## config.mk

```make
export PLATFORM = sky130hd
export DESIGN_NAME = adc_frame_packer
export DESIGN_NICKNAME = d
export VERILOG_FILES = /design/src/rtl/adc_frame_packer.sv
export SDC_FILE = /design/constraint.sdc
export NUM_CORES = 1
export LEC_CHECK = 0
export ABC_AREA = 1
export CORE_MARGIN = 5
export CORE_UTILIZATION = 45
export DETAILED_ROUTE_END_ITERATION = 16
export PLACE_DENSITY = 0.75
export SLEW_MARGIN = 20
export SYNTH_ARGS = -nofsm -noshare
export SYNTH_HDL_FRONTEND = slang
export SYNTH_SLANG_ARGS = --single-unit
```

## constraint.sdc

```tcl
create_clock -name data_clk -period 2.6 [get_ports data_clk]
set_input_delay 0.78 -clock data_clk [delete_from_list [all_inputs] [get_ports data_clk]]
set_output_delay 0.78 -clock data_clk [all_outputs]
set_load 0.05 [all_outputs]
```

## src/rtl/adc_frame_packer.sv

```systemverilog
// Triggered ADC frame capture: packs FRAME_LEN 16-bit samples two per 32-bit FIFO word.
// Define ADC_FRAME_HDR_EN to prepend a {16'hA5A5, sample_ts} header word to each frame.
module adc_frame_packer #(
  parameter int unsigned FRAME_LEN = 1024,
  parameter int unsigned CNT_W     = 16
) (
  input  logic             data_clk,
  input  logic             reset,
  input  logic             adc_rdy,
  input  logic [16:0]      adc_data,
  input  logic             arm,
  input  logic [1:0]       trig_mode,
  input  logic [15:0]      trig_level,
  output logic [31:0]      fifo_data,
  output logic             fifo_wr,
  input  logic             fifo_full,
  output logic             busy,
  output logic             done,
  output logic             overflow,
  output logic             aborted,
  output logic [CNT_W-1:0] or_count,
  output logic [1:0]       state
);

  // Index counter is widened so a narrow CNT_W can still address a whole frame.
  localparam int unsigned IdxW = (CNT_W > $clog2(FRAME_LEN)) ? CNT_W : $clog2(FRAME_LEN);
  localparam logic [IdxW-1:0] LastIdx = IdxW'(FRAME_LEN - 1);

  typedef enum logic [1:0] {
    StIdle    = 2'b00,
    StArmed   = 2'b01,
    StCapture = 2'b10
  } state_e;

  state_e             state_q, state_d;
  logic [15:0]        prev_q, prev_d, pack_q, pack_d;
  logic               prev_valid_q, prev_valid_d;
  logic [IdxW-1:0]    idx_q, idx_d, smp_idx;
  logic [31:0]        data_q, data_d;
  logic               wr_q, wr_d, done_q, done_d, ovf_q, ovf_d, abort_q, abort_d;
  logic [CNT_W-1:0]   orc_q, orc_d;
  logic               trig_hit, take_smp;
  logic signed [15:0] cur_s, prev_s, level_s;
`ifdef ADC_FRAME_HDR_EN
  logic [CNT_W-1:0]   ts_q, ts_d;
`endif

  assign cur_s   = signed'(adc_data[15:0]);
  assign prev_s  = signed'(prev_q);
  assign level_s = signed'(trig_level);

  always_comb begin
    case (trig_mode)
      2'b01:   trig_hit = prev_valid_q && (prev_s < level_s) && (cur_s >= level_s);
      2'b10:   trig_hit = prev_valid_q && (prev_s > level_s) && (cur_s <= level_s);
      default: trig_hit = 1'b1;
    endcase
  end

  // The trigger sample is frame sample 0, so capture starts while still ARMED.
  assign take_smp = adc_rdy && ((state_q == StArmed && trig_hit) || state_q == StCapture);
  assign smp_idx  = (state_q == StCapture) ? idx_q : '0;

  always_ff @(posedge data_clk) begin
    if (reset) begin
      state_q <= StIdle;
    end else begin
      state_q <= state_d;
    end
  end

  always_comb begin
    state_d = state_q;
    case (state_q)
      StIdle:    if (arm && adc_rdy) state_d = StArmed;
      StArmed:   if (!adc_rdy) state_d = StIdle;
                 else if (trig_hit) state_d = StCapture;
      StCapture: if (!adc_rdy || idx_q == LastIdx) state_d = StIdle;
      default:   state_d = StIdle;
    endcase
  end

  always_comb begin
    prev_d       = prev_q;
    prev_valid_d = prev_valid_q;
    pack_d       = pack_q;
    idx_d        = idx_q;
    data_d       = data_q;
    wr_d         = 1'b0;
    done_d       = 1'b0;
    ovf_d        = ovf_q;
    abort_d      = abort_q;
    orc_d        = orc_q;
    case (state_q)
      StIdle: begin
        if (arm && adc_rdy) begin
          ovf_d        = 1'b0;
          abort_d      = 1'b0;
          orc_d        = '0;
          prev_valid_d = 1'b0;
        end
      end
      StArmed, StCapture: begin
        if (!adc_rdy) abort_d = 1'b1;
      end
      default: ;
    endcase
    if (state_q == StArmed && adc_rdy) begin
      prev_d       = adc_data[15:0];
      prev_valid_d = 1'b1;
    end
    if (take_smp) begin
      idx_d = smp_idx + IdxW'(1);
      if (!smp_idx[0]) begin
        pack_d = adc_data[15:0];
      end else if (fifo_full) begin
        ovf_d = 1'b1;
      end else begin
        wr_d   = 1'b1;
        data_d = {adc_data[15:0], pack_q};
      end
      if (adc_data[16] && orc_q != '1) orc_d = orc_q + CNT_W'(1);
      if (smp_idx == LastIdx) begin
        done_d = 1'b1;
        idx_d  = '0;
      end
    end
`ifdef ADC_FRAME_HDR_EN
    // Header fills the write slot of even sample 0, so data word timing is untouched.
    ts_d = adc_rdy ? ts_q + CNT_W'(1) : ts_q;
    if (state_q == StArmed && adc_rdy && trig_hit) begin
      if (fifo_full) begin
        ovf_d = 1'b1;
      end else begin
        wr_d   = 1'b1;
        data_d = {16'hA5A5, 16'(ts_q)};
      end
    end
`endif
  end

  always_ff @(posedge data_clk) begin
    if (reset) begin
      prev_q       <= '0;
      prev_valid_q <= 1'b0;
      pack_q       <= '0;
      idx_q        <= '0;
      data_q       <= '0;
      wr_q         <= 1'b0;
      done_q       <= 1'b0;
      ovf_q        <= 1'b0;
      abort_q      <= 1'b0;
      orc_q        <= '0;
    end else begin
      prev_q       <= prev_d;
      prev_valid_q <= prev_valid_d;
      pack_q       <= pack_d;
      idx_q        <= idx_d;
      data_q       <= data_d;
      wr_q         <= wr_d;
      done_q       <= done_d;
      ovf_q        <= ovf_d;
      abort_q      <= abort_d;
      orc_q        <= orc_d;
    end
  end

`ifdef ADC_FRAME_HDR_EN
  always_ff @(posedge data_clk) begin
    if (reset) begin
      ts_q <= '0;
    end else begin
      ts_q <= ts_d;
    end
  end
`endif

  assign fifo_data = data_q;
  assign fifo_wr   = wr_q;
  assign done      = done_q;
  assign overflow  = ovf_q;
  assign aborted   = abort_q;
  assign or_count  = orc_q;
  assign state     = state_q;
  assign busy      = (state_q == StArmed) || (state_q == StCapture);

endmodule

```

==> results of run 1 <==
[cell type report]
class | instances | area, sq um
fillers | 1026 | 4300
multi-input cells | 559 | 3580
flip-flops and latches | 103 | 2060
repair buffers | 137 | 1280
inverters | 100 | 383
clock buffers | 9 | 225
well taps | 168 | 210
clock inverters | 6 | 76.3
[worst reg2reg max path: stages, from the launching register on]
cell and delay (ns):
dfxtp_1 0.42, ha_4 0.25, a21o_1 0.18, nor2_1 0.12
nand2_1 0.08, nand2_1 0.09, nand2_1 0.08, nand2_2 0.10
nand2_2 0.06, nor2_2 0.12, nand2_2 0.10, nand3_4 0.11
nand2_4 0.08, nand2_8 0.13, buf_12 0.16, nand3_1 0.10
nand2_1 0.09, nor2_1 0.04
[per-layer routing]
metal  wire [um]  GRT usage, %
met5           0             0
met4         557          10.2
met3         955          4.09
met2        7870          34.3
met1        6820          25.5
[placed cells by master, fill, tap and decap left out, types with 9 or more instances in the layout]
| cell | n |
|---|---|
| buf_4 | 33 |
| inv_1 | 79 |
| o21ai_1 | 19 |
| xor2_1 | 12 |
| ha_4 | 29 |
| nor2_1 | 82 |
| nand2_2 | 17 |
| o21ai_0 | 56 |
| xnor2_1 | 9 |
| clkbuf_16 | 10 |
| nand3_1 | 37 |
| a21oi_2 | 12 |
| clkdlybuf4s50_1 | 61 |
| nand2_1 | 133 |
| clkbuf_2 | 23 |
| nand4_1 | 10 |
| a21oi_1 | 80 |
| dfxtp_1 | 102 |
| inv_2 | 17 |
[through the flow]
step	util (%)	total power, W	hold WS, ns	area (sq um)	worst slack, ns
finish	64.5	0.00523	0.444	7820	0.0421
CTS	63.1	0.00508	0.449	7640	0.0444
global route	64.5	0.00551	0.468	7820	-0.0758
detailed placement	56.7	0.00344	0.437	6870	-0.606
floorplan	-	0.00297	0.434	5610	0.00347
global placement	56.7	0.00341	0.436	6870	-0.589
[worst paths after layout]
check | startpoint | end | slack, ns | depth (start not counted)
worst min-delay path | fifo_data[4] | fifo_data[4] | 0.44 | 2
worst max-delay path | adc_data[8] | idx_q[9] | 0.04 | 16
worst max register to register | prev_q[7] | pack_q[7] | 0.21 | 17
worst min register to register | fifo_data[4] | fifo_data[4] | 0.44 | 2
[cell families (layout without fill, tap and decap cells)]
family	Yosys count	in the layout	synth area share, %
compound gates	175	175	15.9
xor+xnor	21	21	3.28
fa+ha+maj	39	39	8.70
buf+inv	138	252	9.97
flops	103	103	36.7
mux	1	1	0.178
simple gates	323	323	25.3
[power by group through the flow]
stage,clock network (W),logic (W),registers (W)
global placement,0,0.00146,0.00195
finish,0.00139,0.00189,0.00195
CTS,0.00141,0.00173,0.00194
detailed placement,0,0.00149,0.00195
floorplan,0,0.000916,0.00205
global route,0.00148,0.00206,0.00197
[sequential cells by signal (all words and copies together) (netlist names)]
| register | flops |
|---|---|
| idx_q | 16 |
| overflow | 1 |
| prev_valid_q | 1 |
| fifo_data | 32 |
| pack_q | 16 |
| aborted | 1 |
| state | 2 |
| prev_q | 16 |
| or_count | 16 |
| done | 1 |
| fifo_wr | 1 |
[what timing repair did]
| action | in CTS | in global routing |
|---|---|---|
| endpoints found under the setup margin | 50 | 50 |
| pin swaps | 28 | 52 |
| cloned | 2 | 2 |
| resized for setup | 102 | 135 |
| buffers inserted | 7 | 4 |
==> impl_metrics.tcl, run 1 <==
set metrics [dict create \
    status "complete, no violations" \
    p_int_w 0.00333 \
    vdd_drop_max_v 0.000377 \
    worst_pin_slew_ns 0.541 \
    async_flop_share_pct 0 \
    io_buffers 94 \
    grt_use_total_pct 20.7 \
    synth_ff_type "dfxtp_1" \
    place_inst 1054 \
    h-tree-depth 3 \
    synth.top_cell.area_share_pct 36.7 \
    synth_warnings 0 \
    start_util_pct 46.3 \
    combPwrFrac_pct 36.1 \
    cts_tree "yes" \
    vias 5645 \
    path_class "in -> reg" \
    grt_pass1_wl_um 24700 \
    critPathArrivalTime_ns 2.84 \
    yosysMostFrequentCell "nand2_1" \
    clock-sinks 103 \
    core-area_sq_um 12100 \
    synth.net_count 879 \
    post_drt_via_cell_ratio 5.22 \
    startpoint_type "input pin" \
    root_buffer "clkbuf_16" \
    synth-seq-area-share_pct 36.7 \
    die_area_sq_um 14800 \
    drcViolationCount 0 \
    syn2layout_area_growth_pct 39.3 \
    skew_ns 0.00640 \
    crit_buf_inv 4 \
    path_cells "dlygate4sd2_1, ha_1, nand3_2, nor2_2, buf_4, buf_4, nand3_1, nand3_2, nand2_2, nand3_4, nand2_4, nand2_8, nor2_4, clkbuf_16, nand2_2, o21ai_1" \
    tns_ns 0 \
    diodes 0 \
    ys_seq_elements 103 \
    synth_cell_type_count 39 \
    endpoint_kind "register" \
    max_clock_freq_ghz 0.391 \
    maxCapViolCount 0 \
    antenna_left 0 \
    period_share_pct 98.4 \
    drv_slew 0 \
    postCtsHoldBufs 0 \
    fin_nets 989 \
    grt_antenna_before_repair 0 \
    drive_gt1_share_pct 22.3 \
    hpwl_um 10300 \
    die_h_um 122 \
    crit_slowest_cell "ha_1" \
    yosysTopAreaCell "dfxtp_1" \
    path_clk_slew_ns 0.07 \
    wl_per_cell_um 15.0 \
    setup_viol 0 \
    grt_max_degree 66 \
    syn_area_per_cell_sq_um 7.01 \
    pwr-share-seq_pct 37.3 \
    wirelength_um 16200 \
    switching_share_pct 36.4 \
    synth_edf_count 0 \
    p_per_area_nw_per_um2 670 \
    path_delay_family "simple AND/OR/NAND/NOR gates" \
    p_switching_w 0.00191 \
    netlist_area_sq_um 5610 \
    drt-initial-drc-count 502 \
    gp_congestion 0.887 \
    hold_viol 0 \
    die_w_um 122 \
    critical_path_required_ns 2.89 \
    hold_class "reg -> reg" \
    dr.pass1.iters 5 \
    ys_top_cells_by_area "dfxtp_1 (37%), nand2_1 (10%), ha_1 (8.7%), a21oi_1 (8.3%), o21ai_0 (6.6%)" \
    rsz0062_at_grt "yes" \
    num_rows 40 \
    cpPeakStageDelay_ns 0.31 \
    io_pins 95 \
    relSlewSlack_pct 63.8 \
    overflow 0 \
    period_needed_ns 2.56 \
    clock_latency_ns 0.35 \
    syn_inst 800 \
    synth_common_cells "nand2_1 (151), dfxtp_1 (103), inv_1 (98)" \
    numCtsBuffers 9 \
    crit_fanout 6 \
    clockBufferDepth 2 \
    p_leak_nw 3.29 \
    pwr-share-clk_pct 26.6 \
    instances_no_fill 1082 \
    grt_pass1_vias 5278 \
]
Note: power is estimated with default switching activity, not from simulation.
==> run 2, diff against run 1 <==
CORE_MARGIN = default   (was 5)
HOLD_SLACK_MARGIN = 0.1   (was default)
==> run 2 against run 1 <==
Net effect:
- the flow now finishes with violations (negative setup slack)
- fmax is 5.4% lower
- critical path type unchanged
- flip-flop and latch count did not move
- utilization increased by 3.2 points
- clock skew rose by 0.0046 ns
- clock-buffer cell count up 1
- critical endpoint unchanged
- highest routed layer unchanged
- non-clock buffer count up 16
- cell count rose by 1.6%
- setup slack worse by 0.15 ns
==> impl_metrics.tcl, run 2 (synthesized netlist as in run 1, its figures left out) <==
set metrics [dict create \
    period_needed_ns 2.70 \
    drive_gt1_share_pct 25.3 \
    postCtsHoldBufs 0 \
    vias 5837 \
    fill_cells 914 \
    root_buffer "clkbuf_16" \
    start_util_pct 46.5 \
    post-route-cell-area_sq_um 8170 \
    gp_congestion 0.903 \
    antenna_left 0 \
    multi_input_area_sq_um 3650 \
    p_leak_nw 3.46 \
    fin_nets 1005 \
    mostFrequentLayoutCell "nand2_1" \
    drt-initial-drc-count 523 \
    max_clock_freq_ghz 0.370 \
    crit_slowest_cell "ha_1" \
    die_h_um 114 \
    clock-sinks 103 \
    post_drt_via_cell_ratio 5.31 \
    syn2layout_area_growth_pct 45.5 \
    hold_class "reg -> reg" \
    die_w_um 114 \
    startpoint_type "input pin" \
    num_rows 40 \
    grt_pass1_wl_um 24800 \
    dr.pass1.iters 5 \
    post-route-util_pct 67.7 \
    grt_use_total_pct 24.6 \
    cts_tree "yes" \
    path_class "in -> reg" \
    crit_buf_inv 4 \
    drcViolationCount 0 \
    critPathArrivalTime_ns 3.00 \
    h-tree-depth 3 \
    path_cells "clkdlybuf4s15_1, ha_1, nand2_2, inv_2, nand3_2, nor2_4, nand2_2, nand2_2, nand2_2, nand2_1, nand2_1, nand2_2, nand3_4, nand2_4, nand2_8, nor2_4, buf_12, clkbuf_16, nand2_2, o21ai_1" \
    cp_common_cell "nand2_2" \
    vdd_drop_max_v 0.000403 \
    p_per_area_nw_per_um2 676 \
    fin_ws_ns -0.105 \
    die_area_sq_um 12900 \
    maxCapViolCount 0 \
    hpwl_um 10000 \
    relSlewSlack_pct 64.0 \
    skew_ns 0.0110 \
    whs_ns 0.445 \
    numCtsBuffers 9 \
    core-area_sq_um 12100 \
    instances_no_fill 1099 \
    rsz0062_at_grt "yes" \
    crit_fanout 6 \
    placed_cell_area_sq_um 6870 \
    overflow 0 \
    hold_viol 0 \
    io_pins 95 \
    wirelength_um 16900 \
    diodes 0 \
    total_power_w 0.00552 \
    worst_pin_slew_ns 0.539 \
    clock_latency_ns 0.36 \
    setup_viol 33 \
    status "finished, violations left" \
    clockBufferDepth 2 \
    endpoint_kind "register" \
    place_inst 1055 \
    path_clk_slew_ns 0.08 \
    path_delay_family "simple AND/OR/NAND/NOR gates" \
    critical_path_required_ns 2.90 \
    period_share_pct 104 \
    drv_slew 0 \
    cpPeakStageDelay_ns 0.32 \
    largest_register_ffs 32 \
    wl_per_cell_um 15.4 \
    grt_max_degree 66 \
    grt_pass1_vias 5066 \
    mostFrequentLayoutCells "nand2_1 (121), dfxtp_1 (102), nor2_1 (83)" \
    violations "negative setup slack" \
    grt_antenna_before_repair 0 \
    io_buffers 94 \
    regArea_sq_um 2060 \
]
## run 2: cell types whose count changed in the layout (fill, tap and decap cells not counted), sizes merged
cell	previous run	this run
inv	102	103
buf	49	63
clkdlybuf4s15	2	4
clkbuf	33	31
bufinv	1	0
clkinv	1	2
clkinvlp	2	1
dlygate4sd2	1	4
## run 2: report_power, final
part	internal (W)	switching [W]	leakage [nW]
Sequential	0.00178	0.000190	0.835
Clock	0.000677	0.000680	0.139
Combinational	0.000991	0.00120	2.49
## run 2: routing by layer
metal,vias up,part of all wire [%],global-route usage [%]
li1,2850,-,-
met1,2709,41,30.6
met2,235,49,42.0
met3,43,6.4,4.62
met4,0,3.9,10.2
met5,-,0,0
## run 2: area by class of cell
cell class                 count  share of cell area, %
tap                          168                   2.57
clock buffer                  10                   2.80
timing repair buffer         153                   19.1
multi-input combinational    559                   44.8
inverter                     100                   4.81
clock inverter                 6                  0.720
sequential                   103                   25.3
## run 2: stage by stage
step | setup slack (ns) | setup TNS, ns
finish | -0.105 | -1.60
global route | -0.183 | -5.63
floorplan | 0.00347 | 0
global placement | -0.627 | -28.69
CTS | -0.0378 | -0.463
detailed placement | -0.703 | -32.92
## run 2: path summary, 6_finish.rpt
kind / slack (ns) / from / cells after the start / end
setup reg to reg: 0.07 / prev_q[10] / 17 / idx_q[9]
setup / recovery: -0.10 / adc_data[10] / 20 / idx_q[9]
hold reg to reg: 0.44 / fifo_data[2] / 2 / fifo_data[2]
hold / removal: 0.44 / fifo_data[2] / 2 / fifo_data[2]
## run 2: worst register-to-register path: stages (launching register included)
cell	delay (ns)
dfxtp_1	0.36
ha_4	0.29
nand4_1	0.18
nor3_4	0.27
nand2_2	0.11
nand2_2	0.08
nand2_2	0.07
nand2_2	0.09
nor2_4	0.04
nand2_2	0.10
nand3_4	0.09
nand2_4	0.09
nand2_8	0.08
nor2_4	0.22
buf_12	0.15
clkbuf_16	0.14
nand2_2	0.04
o21ai_1	0.06
## run 2: repair_timing
item	4_1_cts	5_1_grt
endpoints found under the hold margin	0	0
setup endpoints to repair	51	51
gates cloned	5	5
resized for setup	105	162
pin swaps	10	71
setup buffers	7	12
